`config.mk`:
```
export PLATFORM = sky130hd
export DESIGN_NAME = output_port_arbiter_flat
export DESIGN_NICKNAME = d
export VERILOG_FILES = /design/src/rtl/output_port_arbiter_if.sv /design/src/rtl/output_port_arbiter.sv /design/src/flat_wrapper.sv
export SDC_FILE = /design/constraint.sdc
export NUM_CORES = 1
export LEC_CHECK = 0
export ABC_CLOCK_PERIOD_IN_PS = 5200
export BUFFER_PORTS_ARGS = -buffer_cell sky130_fd_sc_hd__buf_2
export CORE_MARGIN = 2
export CORE_UTILIZATION = 49
export CTS_BUF_LIST = sky130_fd_sc_hd__clkbuf_8
export DETAILED_ROUTE_END_ITERATION = 8
export PLACE_DENSITY = 0.86
export SKIP_CTS_REPAIR_TIMING = 1
export SYNTH_ARGS = -nofsm -noshare
export SYNTH_HDL_FRONTEND = slang
export SYNTH_SLANG_ARGS = --single-unit
```
`constraint.sdc`:
```
create_clock -name clk -period 5.2 [get_ports clk]
set_clock_uncertainty 0.05 [all_clocks]
set_input_delay 1.3 -clock clk [delete_from_list [all_inputs] [get_ports clk]]
set_output_delay 1.3 -clock clk [all_outputs]
set_load 0.005 [all_outputs]
```
`src/rtl/output_port_arbiter_if.sv`:
```
// output_port_arbiter_if
// Bundles the FIFO-side request/data signals and the link-side outputs of one
// router output port. The master modport is the environment side: input FIFOs
// plus the downstream credit return. The slave modport is the arbiter itself.
interface output_port_arbiter_if #(
    parameter int N_IN  = 5,
    parameter int DEPTH = 8,
    parameter int PKT_W = 32
);
    localparam int CW = $clog2(DEPTH + 1);

    logic             ce;
    logic [N_IN-1:0]  i_req;
    logic [PKT_W-1:0] i_data [N_IN];
    logic             i_credit_ret;

    logic [N_IN-1:0]  o_grant;
    logic [PKT_W-1:0] o_data;
    logic             o_data_val;
    logic [CW-1:0]    o_credits;
    logic             o_credit_err;

    modport master (
        output ce,
        output i_req,
        output i_data,
        output i_credit_ret,
        input  o_grant,
        input  o_data,
        input  o_data_val,
        input  o_credits,
        input  o_credit_err
    );

    modport slave (
        input  ce,
        input  i_req,
        input  i_data,
        input  i_credit_ret,
        output o_grant,
        output o_data,
        output o_data_val,
        output o_credits,
        output o_credit_err
    );
endinterface

```
`src/rtl/output_port_arbiter.sv`:
```
// output_port_arbiter
// Round-robin switch allocator and credit tracker for one router output port.
// Each cycle it grants at most one input FIFO head, pops it through o_grant and
// registers the packet onto the output link. Packets are sent only while the
// local credit counter says the downstream input FIFO has a free slot.
// Optional feature macro: CREDIT_BYPASS_EN -- a credit returned while the
// counter is at zero may be spent in the same cycle.

`ifndef INPUT_QUEUE_DEPTH
`define INPUT_QUEUE_DEPTH 8
`endif

module output_port_arbiter #(
    parameter int N_IN  = 5,
    parameter int DEPTH = `INPUT_QUEUE_DEPTH,
    parameter int PKT_W = 32
) (
    input  logic                  clk,
    input  logic                  reset,
    output_port_arbiter_if.slave  bus
);

    localparam int PTR_W = (N_IN > 1) ? $clog2(N_IN) : 1;
    localparam int CW    = $clog2(DEPTH + 1);

    localparam logic [CW-1:0]    CREDITS_MAX = CW'(DEPTH);
    localparam logic [PTR_W:0]   N_IN_EXT    = (PTR_W + 1)'(N_IN);
    localparam logic [PTR_W-1:0] LAST_IDX    = PTR_W'(N_IN - 1);

    // Registered state
    logic [CW-1:0]    credits_q,    credits_d;
    logic [PTR_W-1:0] rr_ptr_q,     rr_ptr_d;
    logic [PKT_W-1:0] data_q,       data_d;
    logic             data_val_q,   data_val_d;
    logic             credit_err_q, credit_err_d;

    // Arbitration signals
    logic             credit_ok;
    logic [N_IN-1:0]  cand;
    logic [PTR_W-1:0] cand_idx [N_IN];
    logic [N_IN-1:0]  grant;
    logic [PTR_W-1:0] grant_idx;
    logic             send;
    logic             ret;

    assign ret = bus.i_credit_ret;

    // A zero credit count normally blocks every grant. With the bypass, a
    // credit arriving this very cycle is treated as already available.
`ifdef CREDIT_BYPASS_EN
    assign credit_ok = (credits_q != '0) || ret;
`else
    assign credit_ok = (credits_q != '0);
`endif

    // Reset is folded into the mask so no FIFO is popped on a reset edge.
    assign cand = (bus.ce && !reset && credit_ok) ? bus.i_req : '0;

    // Search order: slot gi holds input (rr_ptr + gi) mod N_IN.
    generate
        for (genvar gi = 0; gi < N_IN; gi++) begin : g_order
            logic [PTR_W:0] sum;
            assign sum = {1'b0, rr_ptr_q} + (PTR_W + 1)'(gi);
            assign cand_idx[gi] = (sum >= N_IN_EXT) ? PTR_W'(sum - N_IN_EXT)
                                                    : sum[PTR_W-1:0];
        end
    endgenerate

    // Pick the first candidate at or after rr_ptr, wrapping around.
    always_comb begin
        grant     = '0;
        grant_idx = '0;
        send      = 1'b0;
        for (int k = 0; k < N_IN; k++) begin
            if (!send && cand[cand_idx[k]]) begin
                send      = 1'b1;
                grant_idx = cand_idx[k];
            end
        end
        if (send) begin
            grant[grant_idx] = 1'b1;
        end
    end

    // Next-state: packet capture, pointer advance and credit accounting.
    always_comb begin
        credits_d    = credits_q;
        rr_ptr_d     = rr_ptr_q;
        data_d       = data_q;
        data_val_d   = data_val_q;
        credit_err_d = credit_err_q;

        if (bus.ce) begin
            if (send) begin
                data_d     = bus.i_data[grant_idx];
                data_val_d = 1'b1;
                rr_ptr_d   = (grant_idx == LAST_IDX) ? '0 : grant_idx + PTR_W'(1);
            end else begin
                data_val_d = 1'b0;
            end

            // A send and a return in the same cycle cancel out; with the
            // bypass this also covers spending a credit that arrives at zero.
            if (send && !ret) begin
                credits_d = credits_q - CW'(1);
            end else if (ret && !send) begin
                if (credits_q == CREDITS_MAX) begin
                    credit_err_d = 1'b1;
                end else begin
                    credits_d = credits_q + CW'(1);
                end
            end
        end
    end

    // State registers with synchronous reset.
    always_ff @(posedge clk) begin
        if (reset) begin
            credits_q    <= CREDITS_MAX;
            rr_ptr_q     <= '0;
            data_q       <= '0;
            data_val_q   <= 1'b0;
            credit_err_q <= 1'b0;
        end else begin
            credits_q    <= credits_d;
            rr_ptr_q     <= rr_ptr_d;
            data_q       <= data_d;
            data_val_q   <= data_val_d;
            credit_err_q <= credit_err_d;
        end
    end

    assign bus.o_grant      = grant;
    assign bus.o_data       = data_q;
    assign bus.o_data_val   = data_val_q;
    assign bus.o_credits    = credits_q;
    assign bus.o_credit_err = credit_err_q;

endmodule

```
`src/flat_wrapper.sv`:
```
// flat-port wrapper written by rule: the top's interface ports become plain ports
module output_port_arbiter_flat 
#(
    parameter int N_IN  = 5,
    parameter int DEPTH = `INPUT_QUEUE_DEPTH,
    parameter int PKT_W = 32
)
  (clk, reset, bus_ce, bus_i_req, bus_i_data, bus_i_credit_ret, bus_o_grant, bus_o_data, bus_o_data_val, bus_o_credits, bus_o_credit_err);
  output_port_arbiter_if #(.N_IN(N_IN), .DEPTH(DEPTH), .PKT_W(PKT_W)) bus_i ();
  input  logic clk;
  input  logic reset;
  input wire logic [$bits(bus_i.ce)-1:0] bus_ce;
  input wire logic [$bits(bus_i.i_req)-1:0] bus_i_req;
  input wire logic [$bits(bus_i.i_data)-1:0] bus_i_data;
  input wire logic [$bits(bus_i.i_credit_ret)-1:0] bus_i_credit_ret;
  output wire logic [$bits(bus_i.o_grant)-1:0] bus_o_grant;
  output wire logic [$bits(bus_i.o_data)-1:0] bus_o_data;
  output wire logic [$bits(bus_i.o_data_val)-1:0] bus_o_data_val;
  output wire logic [$bits(bus_i.o_credits)-1:0] bus_o_credits;
  output wire logic [$bits(bus_i.o_credit_err)-1:0] bus_o_credit_err;
  assign bus_i.ce = bus_ce;
  assign bus_i.i_req = bus_i_req;
  assign bus_i.i_data = {>>{bus_i_data}};
  assign bus_i.i_credit_ret = bus_i_credit_ret;
  assign bus_o_grant = bus_i.o_grant;
  assign bus_o_data = bus_i.o_data;
  assign bus_o_data_val = bus_i.o_data_val;
  assign bus_o_credits = bus_i.o_credits;
  assign bus_o_credit_err = bus_i.o_credit_err;
  output_port_arbiter #(.N_IN(N_IN), .DEPTH(DEPTH), .PKT_W(PKT_W)) u_core (.clk(clk), .reset(reset), .bus(bus_i));
endmodule
```
# Word level (Yosys, flattened, before mapping)
# Cells that the tools add are included.
# totals
elab_cells	93
inputBits	169
register_bits	41
# op_classes
n_lt_le_gt_ge	13
muxes	37
n_reduce_logical	21
bitwise_logic	2
n_addsub	12
n_eq_ne	3
# op_table
cell	count
32-bit binary-select mux with 3-bit select	1
32-bit 2-to-1 mux	2
3-bit 2-to-1 mux	11
3-bit by 4-bit < comparator with 1-bit output (second input constant)	6
4-bit by 3-bit >= comparator with 1-bit output (second input constant)	4
1-bit binary-select mux with 3-bit select	5
3-bit subtractor (second input constant)	5
1-bit 2-to-1 mux	12
4-bit 2-to-1 mux	3
5-bit 2-to-1 mux	2
1-bit logical AND	9
3-bit by 2-bit adder with 4-bit output (second input constant)	2
1-bit logical NOT	7
3-bit by 1-bit adder with 4-bit output (second input constant)	1
3-bit by 3-bit adder with 4-bit output (second input constant)	1
4-bit by 1-bit adder with 4-bit output (second input constant)	1
4-bit == test (second input constant)	1
4-bit >= comparator (second input constant)	1
3-bit NOT with 4-bit output	1
4-bit AND reduction	1
4-bit nonzero test	1
4-bit by 1-bit subtractor with 4-bit output (second input constant)	1
3-bit by 1-bit adder with 3-bit output (second input constant)	1
1-bit demux with 3-bit select	1
8 further kinds	8

# Longest topological paths before layout
# Gate-level depths: netlist (run 1).
# depth
ltp_word	24
mapped_depth	22
ltp_nobuf	19

# Least setup slack after synthesis (run 1)
# Ideal clock, no wire load.
# synth_path
kind	input -> output
start	in reset
end	out bus_o_grant[0]
stages	12
required_time_ps	3850
path_slack_ps	333
t_arrival_ps	3517
cell_sequence	clkbuf_1 -> nor2b_2 -> nand3_1 -> or3_1 -> a2bb2oi_1 -> o21a_2 -> o22ai_1 -> nand4_1 -> a221o_1 -> buf_2 -> buf_2 -> nor2_1
# synth_via
elab_chain_cells	24
word_cells_on_any_way	38
classes_between	2 x order compare; 24 x mux; 12 x reduce/logical
# synth_rtl
element	line	source
from (decl)	flat_wrapper.sv:11	input logic reset;
1-bit logical NOT *	output_port_arbiter.sv:57	assign cand = (bus.ce && !reset && credit_ok) ? bus.i_req : '0;
1-bit logical AND * (2 in a row)	output_port_arbiter.sv:57	
5-bit 2-to-1 mux *	output_port_arbiter.sv:57	
1-bit binary-select mux with 3-bit select	output_port_arbiter.sv:75	if (!send && cand[cand_idx[k]]) begin
1-bit 2-to-1 mux (implied by the code)	output_port_arbiter.sv:75	
1-bit 2-to-1 mux	output_port_arbiter.sv:75	
1-bit logical NOT	output_port_arbiter.sv:75	
1-bit logical AND	output_port_arbiter.sv:75	
(+7 left out)	-	
1-bit logical NOT	output_port_arbiter.sv:75	
1-bit logical AND	output_port_arbiter.sv:75	
3-bit 2-to-1 mux	output_port_arbiter.sv:75	
3-bit by 4-bit < comparator with 1-bit output (implied by the code) or 3-bit by 1-bit >= comparator with 1-bit output (tied branches)	output_port_arbiter.sv:81	grant[grant_idx] = 1'b1;
1-bit logical AND (implied by the code)	output_port_arbiter.sv:81	
1-bit 2-to-1 mux (implied by the code)	output_port_arbiter.sv:81	
1-bit demux with 3-bit select	-	
5-bit 2-to-1 mux *	output_port_arbiter.sv:80	if (send) begin
to (decl)	flat_wrapper.sv:16	output wire logic [$bits(bus_i.o_grant)-1:0] bus_o_grant;
# Mark *: on every way between the ends. The rest lies on a longest branch, timed or not. The select of a mux whose other input is x is not followed.

# Worst setup path after layout (run 1)
# layout_path
start	reg u_core.rr_ptr_q[2]
end	out bus_o_grant[3]
# layout_via
elab_chain_cells	22
word_cells_on_any_way	53
classes_between	9 x add/sub; 7 x order compare; 28 x mux; 9 x reduce/logical
# layout_rtl
element	line	source
from (decl)	output_port_arbiter.sv:32	logic [PTR_W-1:0] rr_ptr_q, rr_ptr_d;
from (signal assigned)	output_port_arbiter.sv:126	rr_ptr_q <= rr_ptr_d;
parallel branches: the longest is 21 deep, another holds 3-bit by 1-bit adder with 4-bit output	-	
5-bit 2-to-1 mux *	output_port_arbiter.sv:80	
# Mark *: on every way between the ends. The select of a mux whose other input is x is not followed.

==> results.md, run 1 <==
- Synth area leaders: dfxtp_1, mux2i_1, o221a_1, nor3_2, a21oi_1
- MaxCap Viol Count: 0
- Synth warn: 0
- Synth cell count leaders: mux2i_1, nor2_1, a21oi_1
- Starting Density: between 50% and 60%
- Net Switching: 2.09 mW
- Ports: 212
- Hold path depth: 2
- Post-route clock period utilization: a little over nine tenths
- Count of different cell masters after synthesis: 73
- Clk buf depth: 2
- Async set-reset flop share out of synthesis: 0%
- Flop pwr share: 12.8%
- Yosys top cell by area: dfxtp_1
- Met2 wire length: ~7300 microns
- Most frequent cell after synthesis: mux2i_1
- Crit path time final: 4950 ps
- Critical path type: reg -> out
- Reg2Reg Depth: 18
- F_max: 202 MHz
- Root Driver: clkbuf_8
- P_int: 1.96 mW
- H-tree Lvls: 2
- EDFF count, synth: 0
- Initial antenna violation count: 1
- RR Endpoint: u_core.bus.o_credits[2]$_SDFFE_PP0P_
- DRC viols: 0
- DP HPWL: between 10000 and 15000 microns
- Top cell type's share of synthesized area: around a fifth
- Outcome: complete, no violations
- ANT nets after route: 0
- Rel. slew slack: 59.1%
- Area Growth Syn to Fin: 26.2%
- Clk sink count: 41
- TritonCTS clock tree: done
- First-pass GRT wire length: 22800 microns
- Sequential area share after synthesis: 18.8%
- Placed Area: 0.00542 sq mm
- Post-Syn Area: 0.00437 sq mm
- GRT Residual Overflow: 0
- RSZ-0062 raised after global routing: yes
- IO Port Bufs: 211
- Worst VDD drop: 0.783 mV
- Worst Path Max Fanout: 12
- Chip height: 98.4 microns
- Die width: 98.4 microns
- DR vias/cell: 5.92
- Worst-Margin Slew: slightly above 600 ps
- Worst Setup End Kind: output pin
- Gpl congestion: 0.997
- Max Slew Vio Count: 0
- Synth Instances: between 500 and 600
- Crit Reg-Reg Startpoint: u_core.rr_ptr_q[2]$_SDFFE_PP0P_
- Final WL: 14600 microns
- Synth Register Bits: 41
- Hold Crit Endpoint: u_core.bus.o_data_val$_SDFFE_PP0P_
- Clock Pin Slew Worst Setup and Hold Paths: 80 ps
- P_leak: 2.51 nW
- Setup slack, reg-to-reg: 730 ps
- Worst path required time: 3850 ps
- First-iteration detailed-routing DRC count: 221
- Final instance area: 0.00551 sq mm
- Share of cells above drive strength 1: 41.3%
- Final hold vios: 0
- Worst skew pair latency: 290 ps
- Vias: approximately 4800
- Worst hold slack: 427 ps
- Avg WL per Cell: approximately 18 microns
- Largest net degree at the start of global routing: 67
- Combinational fraction of design power: 82.2%
- Met1 Wirelength: 6000 microns
- CTS Buf Count: 5
- Total iterations of the first detailed-routing run: 4
- Sw Share: 51.6%
- Hold crit path type: reg -> reg
- Critical Path AT: 3600 ps
- Num rows: 34
- Vias in the first global route: 4690
- Crit path launch: u_core.rr_ptr_q[2]$_SDFFE_PP0P_
- PD cells: 733 mW/mm^2
- Mean post-synth cell area: 8.60 sq um
- Hold Crit Start: u_core.bus.o_data_val$_SDFFE_PP0P_
- Final setup viols: 0
- Clk pwr share: 5.0%
- Crit start category: flip-flop
- Top_reg_cell synth: dfxtp_1
- Core Util, Final: 63.5%
- Met3 wire length: 851 microns
- TNS Setup: 0 ps
- Synthesized net count: around 700
- Overall Global Routing Usage: between 20 and 30%
- Core box area: 0.00868 sq mm
- Die area: 0.00969 sq mm
- NumNets Final: 883
- Highest layer used for signal routing: met4
==> through the flow <==
step                power (mW)  worst slack [ps]  instances
finish                    4.04               249        809
global placement          3.75               386        800
floorplan                 3.18               333        508
global route              4.37             -6.94        809
detailed placement        3.82               333        800
CTS                       4.04               184        808
==> layout make-up <==
| type | instances | area (sq um) |
|---|---|---|
| Multi-Input combinational cell | 410 | 3230 |
| Fill cell | 785 | 3160 |
| Timing Repair Buffer | 227 | 1190 |
| Sequential cell | 41 | 821 |
| Tap cell | 108 | 135 |
| Clock buffer | 5 | 68.8 |
| Inverter | 14 | 52.6 |
| Clock inverter | 3 | 17.5 |
| Antenna cell | 1 | 2.50 |
==> state kept, by name (all words and copies together), names as in the netlist <==
name                     count
u_core.rr_ptr_q              3
u_core.bus.o_credit_err      1
u_core.bus.o_data           32
u_core.bus.o_data_val        1
u_core.bus.o_credits         4
==> worst max-delay path, stage by stage, from the launching register on <==
cell and delay, ps:
dfxtp_1 590, inv_1 160, ha_1 480, and3_1 240, o21ai_0 310, a211o_1 230, o31ai_2 70, buf_4 160
nor3b_4 310, nand2_1 230, a2bb2oi_4 230, inv_1 110, nor2_1 50, buf_2 130
==> cell usage in the layout, fill, tap and decap left out, types with 3 or more instances in the layout <==
| cell | instances |
|---|---|
| xor2_1 | 3 |
| a211o_1 | 6 |
| buf_4 | 15 |
| a211oi_1 | 11 |
| o22ai_1 | 4 |
| inv_1 | 12 |
| nand2_1 | 23 |
| xnor2_1 | 4 |
| o21ai_0 | 13 |
| o221a_1 | 32 |
| nand2b_1 | 11 |
| nand3_1 | 4 |
| ha_1 | 14 |
| mux2i_1 | 69 |
| nand3b_1 | 4 |
| clkbuf_8 | 5 |
| nor2b_1 | 6 |
| nor3_1 | 4 |
| buf_2 | 211 |
| nor3_2 | 32 |
| o211ai_1 | 6 |
| or3_1 | 3 |
| dfxtp_1 | 41 |
| nor2_1 | 52 |
| a21oi_1 | 47 |
| nand4_1 | 4 |
| a31oi_1 | 4 |
==> cells by family after synthesis <==
kind of cell               synth area share, %
muxes                                     16.8
adders and majority gates                 4.47
buffers and inverters                     7.67
xor gates and xnor gates                  1.40
and+or+nand+nor                           21.3
DFF                                       18.8
AOI/OAI and AO/OA                         29.5
==> power groups by stage <==
stage | logic, mW | clock network (mW) | registers [mW]
global route | 3.62 | 0.220 | 0.530
CTS | 3.31 | 0.209 | 0.515
floorplan | 2.66 | 0 | 0.521
detailed placement | 3.30 | 0 | 0.521
finish | 3.32 | 0.204 | 0.517
global placement | 3.23 | 0 | 0.518
==> layer usage <==
metal / up-vias / GRT usage (%)
li1: 2316 / -
met1: 2225 / 36.1
met2: 214 / 49.8
met3: 32 / 4.04
met4: 0 / 10.1
met5: - / 0
==> worst max path at each step <==
stage / to / depth (start not counted)
5_1_grt: bus_o_grant[3] / 14
6_report: bus_o_grant[3] / 13
3_5_place_dp: bus_o_grant[3] / 11
3_3_place_gp: bus_o_grant[4] / 9
4_1_cts: bus_o_grant[3] / 12
2_1_floorplan: bus_o_grant[0] / 12
(Power assumes the default switching activity.)
==> run 2: changes to the inputs <==
--- a/config.mk
+++ b/config.mk
@@ -5,13 +5,14 @@
 export SDC_FILE = /design/constraint.sdc
 export NUM_CORES = 1
 export LEC_CHECK = 0
-export ABC_CLOCK_PERIOD_IN_PS = 5200
+export ABC_AREA = 1
+export ABC_CLOCK_PERIOD_IN_PS = 6400
 export BUFFER_PORTS_ARGS = -buffer_cell sky130_fd_sc_hd__buf_2
 export CORE_MARGIN = 2
-export CORE_UTILIZATION = 49
+export CORE_UTILIZATION = 52
 export CTS_BUF_LIST = sky130_fd_sc_hd__clkbuf_8
 export DETAILED_ROUTE_END_ITERATION = 8
-export PLACE_DENSITY = 0.86
+export PLACE_DENSITY = 0.88
 export SKIP_CTS_REPAIR_TIMING = 1
 export SYNTH_ARGS = -nofsm -noshare
 export SYNTH_HDL_FRONTEND = slang
==> constraint.sdc (replaced) <==
create_clock -name clk -period 6.4 [get_ports clk]
set_clock_uncertainty 0.05 [all_clocks]
set_input_delay 1.6 -clock clk [delete_from_list [all_inputs] [get_ports clk]]
set_output_delay 1.6 -clock clk [all_outputs]
set_load 0.005 [all_outputs]
==> run 2 against run 1 <==
Routed wire length fell by 1.2%. First-iteration DRC count rose by 31%. Final cell count rose by 35%. Worst setup slack improved by 430 ps. Synthesized cell count rose by 59%. Utilization rose by 3.7 points. Area after synthesis rose by 1.2%. Critical endpoint is now bus_o_grant[0].
==> results.md, run 2 <==
- Outcome: complete, no violations (unchanged)
- Starting Density: 53.8% (was 50.3%)
- RSZ-0062 raised after global routing: no (was yes)
- Initial antenna violation count: 0 (was 1)
- Final WL: 14400 microns (was 14600 microns)
- Sequential area share after synthesis: 18.6% (was 18.8%)
- Avg WL per Cell: 13.2 microns (was 18.0 microns)
- Core box area: 0.00822 sq mm (was 0.00868 sq mm)
- Synth warn: 0 (unchanged)
- Num rows: 33 (was 34)
- Chip height: 96.2 microns (was 98.4 microns)
- Crit Reg-Reg Startpoint: u_core.rr_ptr_q[0]$_SDFFE_PP0P_ (was u_core.rr_ptr_q[2]$_SDFFE_PP0P_)
- EDFF count, synth: 0 (unchanged)
- Max Slew Vio Count: 0 (unchanged)
- Place WS: 864 ps (was 333 ps)
- MaxCap Viol Count: 0 (unchanged)
- GRT Residual Overflow: 0 (unchanged)
- Post-Syn Area: 0.00442 sq mm (was 0.00437 sq mm)
- Count of different cell masters after synthesis: 31 (was 73)
- Synth area leaders: nand2_1, dfxtp_1, nand4_1, inv_1, nand3_1 (was dfxtp_1, mux2i_1, o221a_1, nor3_2, a21oi_1)
- Worst hold slack: 460 ps (was 427 ps)
- Clk sink count: 41 (unchanged)
- DP HPWL: 10900 microns (was 11500 microns)
- Commonest non-fill, non-tap cells in the layout: nand2_1, buf_2, inv_1 (was buf_2, mux2i_1, nor2_1)
- Synthesized net count: 991 (was 692)
- Most common cell after layout, fill and taps aside: nand2_1 (was buf_2)
- ANT nets after route: 0 (unchanged)
- Worst skew pair latency: 300 ps (was 290 ps)
- IO Port Bufs: 211 (unchanged)
- Overall Global Routing Usage: 29.6% (was 28.6%)
- Ports: 212 (unchanged)
- H-tree Lvls: 2 (unchanged)
- Synth Instances: 807 (was 508)
- TNS Setup: 0 ps (unchanged)
- Synth Register Bits: 41 (unchanged)
- Root Driver: clkbuf_8 (unchanged)
- Gpl congestion: 0.972 (was 0.997)
- Fillers: 839 (was 785)
- CTS Buf Count: 5 (unchanged)
- Hold crit path type: reg -> reg (unchanged)
- Die area: 0.00925 sq mm (was 0.00969 sq mm)
- Worst path required time: 4750 ps (was 3850 ps)
- NumNets Final: 1168 (was 883)
- Clock Pin Slew Worst Setup and Hold Paths: 90 ps (was 80 ps)
- Top cell type's share of synthesized area: 26.7% (was 18.8%)
- Share of cells above drive strength 1: 25.6% (was 41.3%)
- Largest net degree at the start of global routing: 65 (was 67)
- DRC viols: 0 (unchanged)
- Post-route clock period utilization: 89.4%
- Critical path type: reg -> out (unchanged)
- First-pass GRT wire length: 21800 microns (was 22800 microns)
- Final setup viols: 0 (unchanged)
- Die width: 96.2 microns (was 98.4 microns)
- Synth cell count leaders: nand2_1, inv_1, nand4_1 (was mux2i_1, nor2_1, a21oi_1)
- Area Growth Syn to Fin: 25.0% (was 26.2%)
- Most frequent cell after synthesis: nand2_1 (was mux2i_1)
- Yosys top cell by area: nand2_1 (was dfxtp_1)
- DR vias/cell: 5.27 (was 5.92)
- Clk buf depth: 2 (unchanged)
- Crit path time final: 5720 ps
- Vias: 5743 (was 4787)
- Final hold vios: 0 (unchanged)
- TritonCTS clock tree: done (unchanged)
- Crit start category: flip-flop (unchanged)
- Rel. slew slack: 33.8% (was 59.1%)
- Hold Crit Start: u_core.bus.o_credit_err$_SDFFE_PP0P_ (was u_core.bus.o_data_val$_SDFFE_PP0P_)
- Ant. Diodes: 0 (was 1)
- Worst setup margin: 678 ps (was 249 ps)
- Vias in the first global route: 4715 (was 4690)
- Max reg flops: 32 (unchanged)
- Worst Setup End Kind: output pin (unchanged)
- Worst-Margin Slew: 991 ps (was 613 ps)
- First-iteration detailed-routing DRC count: 290 (was 221)
- Async set-reset flop share out of synthesis: 0% (unchanged)
- Crit path launch: u_core.rr_ptr_q[0]$_SDFFE_PP0P_ (was u_core.rr_ptr_q[2]$_SDFFE_PP0P_)
- Worst Path Max Fanout: 23 (was 12)
- Critical Path AT: 4070 ps (was 3600 ps)
- Top_reg_cell synth: dfxtp_1 (unchanged)
- Total iterations of the first detailed-routing run: 5 (was 4)
- F_max: 175 MHz
- Mean post-synth cell area: 5.48 sq um (was 8.60 sq um)
==> run 2: cell count changes after synthesis, sizes merged, moves of 8 or more <==
cell	delta
buf	+13
nor3	-34
mux2i	-69
o221a	-32
inv	+88
a21oi	-8
a211oi	-11
o21ai	+33
nor2	-24
nand2b	-11
nand4	+69
nand3	+66
nand2	+298
==> run 2: path summary, 6_finish.rpt <==
path,to,slack (ps),depth (start not counted)
max,bus_o_grant[0],680,20
min,u_core.bus.o_credit_err$_SDFFE_PP0P_,460,2
max reg2reg,u_core.bus.o_credits[3]$_SDFFE_PP1P_,1360,23
min reg2reg,u_core.bus.o_credit_err$_SDFFE_PP0P_,460,2
==> run 2: critical path, stage by stage (launching register included) <==
cell	delay, ps
dfxtp_1	530
inv_2	270
ha_1	180
inv_1	60
fa_1	370
inv_1	120
nand2_1	110
o21ai_0	460
inv_1	130
nand3_1	90
nand2_1	50
nand2_1	60
nand2_1	130
nor2_4	200
nand3_1	80
nand2_1	110
nand2_2	330
nor2_8	210
inv_1	70
nor3_2	90
buf_2	130
==> run 2: per-stage QoR <==
stage	cells	util, %	area, sq um
finish	1090	67.2	5520
global route	1090	67.2	5520
CTS	1090	67.2	5520
detailed placement	1082	66.2	5440
global placement	1082	66.2	5440
floorplan	807	-	4420
==> run 2: cell type report <==
cell class                 count  area [sq um]  share of cell area, %
multi-input combinational    613          2980                   53.9
timing repair buffer         220          1120                   20.3
sequential                    41           821                   14.9
inverter                     103           387                   7.00
tap                          105           131                   2.38
clock buffer                   5          68.8                   1.25
clock inverter                 3          17.5                  0.317
==> run 2: routing by layer <==
metal	track usage [%]	part of all wire [%]
met1	36.6	40
met2	51.9	50
met3	5.79	7.5
met4	8.69	2.4
met5	0	0
==> run 2: logic make-up (layout without fill, tap and decap cells) <==
kind of cell    count (synthesis)  count (layout)  share of synthesized area (%)
flops                          41              41                           18.6
buf+inv                       153             331                           14.5
xor+xnor                        7               7                           1.39
simple gates                  499             499                           50.5
fa+ha+maj                      15              15                           4.42
compound gates                 92              92                           10.7
Power of run 2 is left out: the tool's default activity adds up to more than one toggle a clock period on the data nets, which glitch-free logic cannot reach.
==> run 3: changes to the inputs <==
--- a/config.mk
+++ b/config.mk
@@ -13,6 +13,7 @@
 export CTS_BUF_LIST = sky130_fd_sc_hd__clkbuf_8
 export DETAILED_ROUTE_END_ITERATION = 8
 export PLACE_DENSITY = 0.88
+export RECOVER_POWER = 50
 export SKIP_CTS_REPAIR_TIMING = 1
 export SYNTH_ARGS = -nofsm -noshare
 export SYNTH_HDL_FRONTEND = slang
==> run 3 against run 2 <==
Sequential cell count unchanged. Routed wire length about the same. Critical path depth unchanged. Final cell count unchanged. Register-to-register slack got worse by 290 ps.
==> results.md, run 3 (synthesized netlist as in run 2, its figures left out) <==
- Outcome: complete, no violations (unchanged)
- Crit path launch: u_core.rr_ptr_q[0]$_SDFFE_PP0P_ (unchanged)
- Chip height: 96.2 microns (unchanged)
- RSZ-0062 raised after global routing: no (unchanged)
- Rel. slew slack: 33.6% (was 33.8%)
- Avg WL per Cell: 13.2 microns (about the same)
- Worst skew pair latency: 300 ps (about the same)
- Vias: 5726 (was 5743)
- Most common cell after layout, fill and taps aside: nand2_1 (unchanged)
- DR vias/cell: 5.25 (was 5.27)
- Initial antenna violation count: 0 (unchanged)
- Share of cells above drive strength 1: 22.8% (was 25.6%)
- Die width: 96.2 microns (unchanged)
- NumNets Final: 1168 (unchanged)
- Largest net degree at the start of global routing: 65 (unchanged)
- Gpl congestion: 0.972 (unchanged)
- Clock Pin Slew Worst Setup and Hold Paths: 90 ps (about the same)
- Root Driver: clkbuf_8 (unchanged)
- Worst-Margin Slew: 995 ps (was 991 ps)
- Starting Density: 53.8% (unchanged)
- Ports: 212 (unchanged)
- Core Util, Final: 66.8% (was 67.2%)
- Max stage delay on crit path: 530 ps (about the same)
- Worst path required time: 4750 ps (about the same)
- Ant. Diodes: 0 (unchanged)
- Final setup viols: 0 (unchanged)
- Clk sink count: 41 (unchanged)
- TritonCTS clock tree: done (unchanged)
- Reg2Reg Depth: 23 (unchanged)
- F_max: 174 MHz (was 175 MHz)
- Final WL: 14400 microns (about the same)
- TNS Setup: 0 ps (unchanged)
- Hold crit path type: reg -> reg (unchanged)
- H-tree Lvls: 2 (unchanged)
- GRT Residual Overflow: 0 (unchanged)
- Fillers: 853 (was 839)
- Cell Chain, Critical Path: inv_2 -> ha_1 -> inv_1 -> fa_1 -> inv_1 -> nand2_1 -> o21ai_0 -> inv_1 -> nand3_1 -> nand2_1 -> nand2_1 -> nand2_1 -> nor2_4 -> nand3_1 -> nand2_1 -> nand2_2 -> nor2_8 -> inv_1 -> nor3_2 -> buf_2 (unchanged)
- Worst Setup End Kind: output pin (unchanged)
- Slowest cell on the critical path: dfxtp_1 (unchanged)
- First-iteration detailed-routing DRC count: 264 (was 290)
- CP Capture Point: bus_o_grant[0] (unchanged)
- Die area: 0.00925 sq mm (unchanged)
- CTS Buf Count: 5 (unchanged)
- Num rows: 33 (unchanged)
- Clk buf depth: 2 (unchanged)
- Setup slack, reg-to-reg: 1070 ps (was 1360 ps)
- Total iterations of the first detailed-routing run: 5 (unchanged)
- ANT nets after route: 0 (unchanged)
- RR Endpoint: u_core.bus.o_credits[3]$_SDFFE_PP1P_ (unchanged)
- Crit start category: flip-flop (unchanged)
- Post-route clock period utilization: 90.0% (was 89.4%)
- Worst Path Max Fanout: 23 (unchanged)
- DRC viols: 0 (unchanged)
- Overall Global Routing Usage: 29.6% (unchanged)
- Critical path type: reg -> out (unchanged)
- Max reg flops: 32 (unchanged)
- Cell mode on critical path: nand2_1 (unchanged)
- MaxCap Viol Count: 0 (unchanged)
- Area Growth Syn to Fin: 24.2% (was 25.0%)
- Crit path time final: 5760 ps (was 5720 ps)
- Crit Reg-Reg Startpoint: u_core.rr_ptr_q[0]$_SDFFE_PP0P_ (unchanged)
- Worst hold slack: 454 ps (was 460 ps)
- Commonest non-fill, non-tap cells in the layout: nand2_1, buf_2, inv_1 (unchanged)
- Final hold vios: 0 (unchanged)
- Core box area: 0.00822 sq mm (unchanged)
- First-pass GRT wire length: 21800 microns (unchanged)
- IO Port Bufs: 211 (unchanged)
- DP HPWL: 10900 microns (unchanged)
- Vias in the first global route: 4715 (unchanged)
- Critical Path AT: 4110 ps (was 4070 ps)
- Max Slew Vio Count: 0 (unchanged)
-- run 3: worst min-delay path by stage --
| stage | from | to | slack (ps) | depth (start not counted) |
|---|---|---|---|---|
| 2_1_floorplan | u_core.bus.o_credit_err$_SDFFE_PP0P_ | u_core.bus.o_credit_err$_SDFFE_PP0P_ | 410 | 2 |
| 3_3_place_gp | u_core.bus.o_credit_err$_SDFFE_PP0P_ | u_core.bus.o_credit_err$_SDFFE_PP0P_ | 440 | 2 |
| 3_5_place_dp | u_core.bus.o_credit_err$_SDFFE_PP0P_ | u_core.bus.o_credit_err$_SDFFE_PP0P_ | 430 | 2 |
| 4_1_cts | u_core.bus.o_credit_err$_SDFFE_PP0P_ | u_core.bus.o_credit_err$_SDFFE_PP0P_ | 450 | 2 |
| 5_1_grt | u_core.bus.o_data_val$_SDFFE_PP0P_ | u_core.bus.o_data_val$_SDFFE_PP0P_ | 550 | 4 |
| 6_report | u_core.bus.o_credit_err$_SDFFE_PP0P_ | u_core.bus.o_credit_err$_SDFFE_PP0P_ | 450 | 2 |
-- run 3: layout make-up --
type	count	area [sq um]	area share [%]
Sequential cell	41	821	14.9
Timing Repair Buffer	220	1090	19.9
Clock inverter	3	17.5	0.319
Clock buffer	5	68.8	1.25
Inverter	103	387	7.04
Tap cell	105	131	2.39
Multi-Input combinational cell	613	2980	54.2
-- run 3: through the flow --
step	cells	cell area [sq um]	setup WS, ps
final	1090	5490	637
after floorplan	807	4420	1340
after global placement	1082	5440	936
after detailed placement	1082	5440	864
after global routing	1090	5490	369
after CTS	1090	5520	738
-- run 3: worst max-delay path, delay by kind of cell (launching register included) --
family | cells | cell delay (ps)
flip-flops | 1 | 530
buffers and inverters | 6 | 780
AND/OR/NAND/NOR | 11 | 1510
adder cells (fa/ha/maj) | 2 | 550
AO/OA/AOI/OAI | 1 | 460
-- run 3: per-layer routing --
| layer | part of all wire (%) | vias to the layer above | GRT usage [%] | routed length, microns |
|---|---|---|---|---|
| li1 | - | 2960 | - | - |
| met1 | 41 | 2522 | 36.6 | 5910 |
| met2 | 50 | 219 | 51.9 | 7160 |
| met3 | 7.1 | 25 | 5.79 | 1020 |
| met4 | 2.0 | 0 | 8.69 | 293 |
| met5 | 0 | - | 0 | 0 |
Power of run 3 is left out for the same reason.
